===== src/rtl/regfile_n_pkg.sv =====
// regfile_n_pkg: shared helpers for the regfile_n register bank.
//   addr_width(depth) - address width used for the write/read address ports.
package regfile_n_pkg;

   // Width of an address able to reach every entry. Never below 1, so the
   // address ports stay legal even for degenerate depths.
   function automatic int unsigned addr_width(input int unsigned depth);
      return (depth < 2) ? 1 : $clog2(depth);
   endfunction

endpackage


===== src/rtl/regfile_n_register_n.sv =====
// register_n: one N-bit register with synchronous active-high clear and
// write enable. Used as a single entry of the regfile_n bank.
// Ports:
//   clk    - rising-edge clock
//   reset  - synchronous, active-high; clears q, dominates en
//   en     - load d into q at the next rising edge
//   d      - data in  [N-1:0]
//   q      - data out [N-1:0]
module register_n #(
   parameter int unsigned N = 32
) (
   input  logic         clk,
   input  logic         reset,
   input  logic         en,
   input  logic [N-1:0] d,
   output logic [N-1:0] q
);

   always_ff @(posedge clk) begin
      if (reset) begin
         q <= '0;
      end else if (en) begin
         q <= d;
      end
   end

endmodule


===== src/rtl/regfile_n.sv =====
// regfile_n: DEPTH x WIDTH register file with one synchronous write port,
// NUM_RD combinational read ports with write-to-read bypass, and a
// synchronous clear of every entry.
// Ports:
//   clk      - rising-edge clock
//   reset    - synchronous, active-high; clears all entries, forces reads to 0
//   wr_en    - write enable
//   wr_addr  - write address [AW-1:0]
//   wr_data  - write data [WIDTH-1:0]
//   rd_addr  - packed read addresses; port k at rd_addr[k*AW +: AW]
//   rd_data  - packed read data;      port k at rd_data[k*WIDTH +: WIDTH]
// Writes to addresses >= DEPTH are dropped; reads of them return 0. With
// ZERO_REG=1 entry 0 reads as 0 and is not built.
module regfile_n
   import regfile_n_pkg::*;
#(
   parameter int unsigned WIDTH    = 32,
   parameter int unsigned DEPTH    = 32,
   parameter int unsigned NUM_RD   = 2,
   parameter bit          ZERO_REG = 1'b1,
   localparam int unsigned AW      = addr_width(DEPTH)
) (
   input  logic                    clk,
   input  logic                    reset,
   input  logic                    wr_en,
   input  logic [AW-1:0]           wr_addr,
   input  logic [WIDTH-1:0]        wr_data,
   input  logic [NUM_RD*AW-1:0]    rd_addr,
   output logic [NUM_RD*WIDTH-1:0] rd_data
);

   // One extra bit so DEPTH itself is representable (e.g. DEPTH=32, AW=5).
   localparam logic [AW:0] DEPTH_EXT = (AW + 1)'(DEPTH);

   logic [WIDTH-1:0] entry [DEPTH];
   logic             wr_ok;

   function automatic logic in_range(input logic [AW-1:0] addr);
      return {1'b0, addr} < DEPTH_EXT;
   endfunction

   // A write is real only if it will land in storage; the bypass uses the
   // same qualifier so a dropped write is never forwarded.
   always_comb begin
      wr_ok = wr_en && !reset && in_range(wr_addr) && !(ZERO_REG && (wr_addr == '0));
   end

   // Storage plus one-hot write decode, distributed per entry.
   for (genvar i = 0; i < DEPTH; i++) begin : g_entry
      if (ZERO_REG && (i == 0)) begin : g_zero
         assign entry[i] = '0;
      end else begin : g_reg
         logic sel;
         assign sel = wr_ok && (wr_addr == AW'(i));

         register_n #(
            .N (WIDTH)
         ) u_reg (
            .clk   (clk),
            .reset (reset),
            .en    (sel),
            .d     (wr_data),
            .q     (entry[i])
         );
      end
   end

   // Read ports: independent mux + bypass compare per port.
   for (genvar k = 0; k < NUM_RD; k++) begin : g_rd
      logic [AW-1:0]    ra;
      logic [WIDTH-1:0] rv;

      assign ra = rd_addr[k*AW +: AW];

      always_comb begin
         if (reset) begin
            rv = '0;
         end else if (!in_range(ra)) begin
            rv = '0;
         end else if (ZERO_REG && (ra == '0)) begin
            rv = '0;
         end else if (wr_ok && (wr_addr == ra)) begin
            rv = wr_data;
         end else begin
            rv = entry[ra];
         end
      end

      assign rd_data[k*WIDTH +: WIDTH] = rv;
   end

endmodule


===== config.mk =====
export PLATFORM = sky130hd
export DESIGN_NAME = regfile_n
export DESIGN_NICKNAME = d
export VERILOG_FILES = /design/src/rtl/regfile_n_pkg.sv /design/src/rtl/regfile_n_register_n.sv /design/src/rtl/regfile_n.sv
export SDC_FILE = /design/constraint.sdc
export NUM_CORES = 2
export LEC_CHECK = 0
export CAP_MARGIN = 40
export CORE_MARGIN = 1
export CORE_UTILIZATION = 50
export CTS_CLUSTER_SIZE = 30
export DETAILED_ROUTE_END_ITERATION = 10
export PLACE_DENSITY_LB_ADDON = 0.2
export SLEW_MARGIN = 10
export SYNTH_ARGS = -nofsm -noshare
export SYNTH_HDL_FRONTEND = slang
export SYNTH_SLANG_ARGS = --single-unit

===== constraint.sdc =====
create_clock -name clk -period 3 [get_ports clk]
set_input_delay 0.6 -clock clk [delete_from_list [all_inputs] [get_ports clk]]
set_output_delay 0.6 -clock clk [all_outputs]
set_load 0.03 [all_outputs]

== Word level (Yosys, flattened, before mapping) ==
Cells that the tools add are included.

* Register bits after elaboration: 992
* Input bits: 50
* Output and inout bits: 64

* Magnitude comparators: 2
* Eq/ne operators: 33
* Multiplexer cells: 12
* Bitwise logic cells: 2
* Reductions and logical operators: 40

{| class="wikitable"
|+ Operator list
! kind !! number
|-
| 32-bit binary-select mux with 5-bit select || 2
|-
| 32-bit 2-to-1 mux || 10
|-
| 5-bit == test, second input constant || 16
|-
| 5-bit by 4-bit == test with 1-bit output, second input constant || 8
|-
| 1-bit logical AND || 35
|-
| 5-bit by 3-bit == test with 1-bit output, second input constant || 4
|-
| 5-bit logical NOT || 3
|-
| 6-bit >= comparator, second input constant || 2
|-
| 5-bit NOT with 6-bit output || 2
|-
| 5-bit by 2-bit == test with 1-bit output, second input constant || 2
|-
| 5-bit == test || 2
|-
| 5-bit by 1-bit == test with 1-bit output, second input constant || 1
|-
| 1-bit logical NOT || 2
|}

== Longest topological paths before layout ==
* Depth in word-level cells: 7
* Mapped depth: 10
* Mapped depth without buffers: 5

== Cells and area by module ==
Synthesis repeated with hierarchy kept, for this count alone.

* Cells, all modules: 4,722
* Area total of the unflattened synthesis: 53,157.2 um^2

{| class="wikitable"
|+ Modules (own cells, without submodules)
! module !! times used !! cells an instance !! area each (um^2)
|-
| register_n || 31 || 103 || 1,163.6
|-
| regfile_n || 1 || 1,529 || 17,085.1
|}

== Worst setup path after synthesis ==
No wires, ideal clock.

* Path type: input to output
* From: in rd_addr[0]
* To: out rd_data[25]
* Data arrival time: 2.612 ns
* Required time: 2.400 ns
* Setup slack: -0.212 ns
* Cell stages on the path: 8
* Path through: buf_2 buf_6 and2_1 buf_2 clkbuf_1 a2111oi_0 nor3_1 a221oi_1

* Cells in the longest elaborated chain, start to end: 7
* Elaborated cells between the ends (all ways): 10

{| class="wikitable"
|+ Ends and longest elaborated chain
! what !! RTL line !! text
|-
| start: declaration || regfile_n.sv:28 || <nowiki>input logic [NUM_RD*AW-1:0] rd_addr,</nowiki>
|-
| 5-bit NOT with 6-bit output (implied by the code) || regfile_n.sv:85 || <nowiki>rv = entry[ra];</nowiki>
|-
| 32-bit binary-select mux with 5-bit select || regfile_n.sv:85 ||
|-
| 32-bit 2-to-1 mux (implied by the code) (2 in a row) || regfile_n.sv:85 ||
|-
| 32-bit 2-to-1 mux || regfile_n.sv:82 || <nowiki>end else if (wr_ok && (wr_addr == ra)) begin</nowiki>
|-
| 32-bit 2-to-1 mux * || regfile_n.sv:80 || <nowiki>end else if (ZERO_REG && (ra == '0)) begin</nowiki>
|-
| 32-bit 2-to-1 mux * || regfile_n.sv:76 || <nowiki>if (reset) begin</nowiki>
|-
| end: declaration || regfile_n.sv:29 || <nowiki>output logic [NUM_RD*WIDTH-1:0] rd_data</nowiki>
|}

Every way passes the cells marked *; elsewhere a longest branch is shown, timed or not. The select of a mux whose other input is x is not followed.

== Worst setup path in the final report ==
* From: in rd_addr[6]
* To: out rd_data[32]

The elaborated chain is that of the path after synthesis.

==> flow_summary.json <==
{
  "grt_first_pass_wirelength_microns": 325000,
  "route.antenna.remaining_nets": 0,
  "ys_warn_count": 0,
  "fmax_ghz": 0.301,
  "crit_type": "primary input to output port",
  "r2r_end": "g_entry[15].g_reg.u_reg.q[18]",
  "cts_tree": "yes",
  "clock_sinks": 992,
  "power.leakage_nw": 24.0,
  "avgRoutedWirePerCell_microns": 28.0,
  "synthTopCellsByCount": "2046 x nand2_1, 1000 x a21oi_1, 992 x dfxtp_1, 386 x clkbuf_1, 324 x mux4_2",
  "fin_total_pwr_mw": 31.4,
  "dieArea_sq_mm": 0.105,
  "async_flop_share_pct": 0,
  "yosysTopAreaCell": "dfxtp_1",
  "synth_edf_count": 0,
  "clockBufferDepth": 3,
  "clkTransAtPathRegs_ns": 0.06,
  "grtUsageTotal_pct": 41.6,
  "report.final.slew_viol_count": 0,
  "syn_area_per_cell_sq_um": 8.43,
  "synthMostInstantiatedCell": "nand2_1",
  "largest_register_ffs": 992,
  "synth_compound_area_share_pct": 15.7,
  "die_w_microns": 324,
  "syn2layout_area_growth_pct": 35.2,
  "io_buffer_count": 113,
  "timing_worst_slew_pin_value_ns": 0.932,
  "yosys-top-cells-area": "dfxtp_1 38%, nand2_1 15%, mux4_2 14%",
  "num_rows": 117,
  "hold_viol_final": 0,
  "hold_class": "flip-flop to flip-flop",
  "reg2regPathDepth": 3,
  "setup_viol": 64,
  "drc_errors": 0,
  "whs_path_depth": 2,
  "yosysTopAreaCellShare_pct": 38.3,
  "r2r_start": "g_entry[15].g_reg.u_reg.q[18]",
  "largest_registers": "g_entry.g_reg.u_reg.q x992",
  "start_util_pct": 50.7,
  "synth.mux.area_fraction_pct": 21.9,
  "wl_microns": 225000,
  "cts_hold_buf": 0,
  "syn-cell-area_sq_mm": 0.0519,
  "start_kind": "primary input",
  "grt_max_degree": 199,
  "skew_ns": 0,
  "synth_fa_ha_area_share_pct": 0,
  "via_count": 52968,
  "reg2reg_slack_ns": 2.23,
  "status": "finished with violations",
  "drt_iter0_markers": 7351,
  "syn_inst": 6153,
  "holdCritStartpoint": "g_entry[6].g_reg.u_reg.q[6]",
  "htreeDepth": 3,
  "whs_endpoint": "g_entry[6].g_reg.u_reg.q[6]",
  "core_sq_mm": 0.102,
  "synth_top_family_by_area": "multiplexers",
  "io_pins": 114,
  "clk-insertion-delay-late_ns": 0.70,
  "worst_slack_ns": -0.317,
  "cp.required_ns": 2.40,
  "violations": "negative setup slack",
  "die_y_microns": 324,
  "finalCritPeriodShare_pct": 111,
  "slew_headroom_pct": 37.9,
  "drt-pass1-iter-count": 8,
  "holdWs_ns": 0.463,
  "post-route-min-period_ns": 3.32,
  "synth-seq-area-share_pct": 38.3,
  "antenna_found_initial": 1,
  "ir_worst_vdd_mv": 0.431,
  "place_area_sq_mm": 0.0601,
  "preCtsSetupSlack_ns": -0.699,
  "maxCapViolations": 0,
  "worst-path-max-fanout": 7,
  "synth_fp_nets": 6203,
  "grt-ovfl-total": 0,
  "gp_congestion": 0.972,
  "num-nets-final": 6643,
  "ys_ff_latch": 992,
  "crit_start": "rd_addr[6]",
  "synthDistinctLibCells": 53,
  "synth_simple_gate_area_share_pct": 18.4,
  "yosys.area_share.xor_xnor_pct": 0.169,
  "regMostFlops": "g_entry.g_reg.u_reg.q",
  "root_buffer": "clkbuf_16",
  "fin_util_pct": 68.5,
  "rsz0062_at_grt": "true",
  "drive_gt1_share_pct": 32.0,
  "powerDensity_mw_per_mm2": 448,
  "via_per_inst": 6.58,
  "ys.flop_type": "dfxtp_1",
  "numCtsBuffers": 109,
  "cp-end-kind": "output port",
  "cp_data_arrival_time_ns": 2.72,
  "grt_pass1_vias": 50332,
  "design_area_sq_mm": 0.0701,
  "hpwlAfterDp_microns": 136000
}
power by group:
part	total [mW]	internal, mW	switching [mW]
clock	14.0	8.12	5.86
sequential	13.3	13.2	0.0416
combinational	4.16	1.77	2.39
total	31.4	23.1	8.29
logic make-up after synthesis:
family | count (synthesis)
muxes | 705
and+or+nand+nor | 2395
DFF | 992
AOI/OAI and AO/OA | 1408
buffers and inverters | 643
xor gates and xnor gates | 10
layout make-up:
type / instances / area, sq um
multi-input combinational: 4518 / 33000
fill: 7556 / 32200
sequential: 992 / 19900
timing repair buffer: 967 / 11800
clock buffer: 154 / 3100
tap: 1368 / 1710
clock inverter: 44 / 547
inverter: 5 / 18.8
antenna: 1 / 2.50
placed cells by master (no fill, tap or decap), drive strengths merged, types with 80 or more instances in the layout:
cell	instances
dfxtp	992
nor2	132
mux2	180
mux4	324
o22ai	97
nor2b	80
nand2	2046
buf	923
mux2i	201
a21oi	1000
clkbuf	162
through the flow:
stage	setup TNS (ns)	cells
2_1_floorplan	-0.423	6153
3_3_place_gp	-29.27	7673
3_5_place_dp	-30.41	7676
4_1_cts	-9.33	8002
5_1_grt	-13.05	8048
6_report	-11.96	8049
what timing repair did:
action,4_1_cts,5_1_grt
resized for setup,625,320
pin swaps,139,133
cloned,30,3
setup endpoints to repair,64,64
hold endpoints to repair,0,0
buffers inserted,124,70
worst max-delay path by stage:
stage,endpoint,slack (ns),cells after the start
global placement,rd_data[11],-0.66,9
finish,rd_data[32],-0.32,12
detailed placement,rd_data[0],-0.70,9
CTS,rd_data[60],-0.25,13
global route,rd_data[40],-0.31,6
floorplan,rd_data[21],-0.21,8
routing by layer:
metal	wire [microns]	global-route usage (%)
met5	0	0
met4	17700	28.0
met3	30600	9.86
met2	96800	62.0
met1	80200	53.6
critical path: stages:
cell,delay (ns)
buf_16,0.14
buf_12,0.16
buf_12,0.13
buf_12,0.12
xnor2_4,0.17
nand2_2,0.11
nor3_4,0.24
buf_12,0.17
a311oi_4,0.06
a221oi_4,0.48
buf_4,0.21
buf_12,0.11
(Power assumes the default switching activity.)
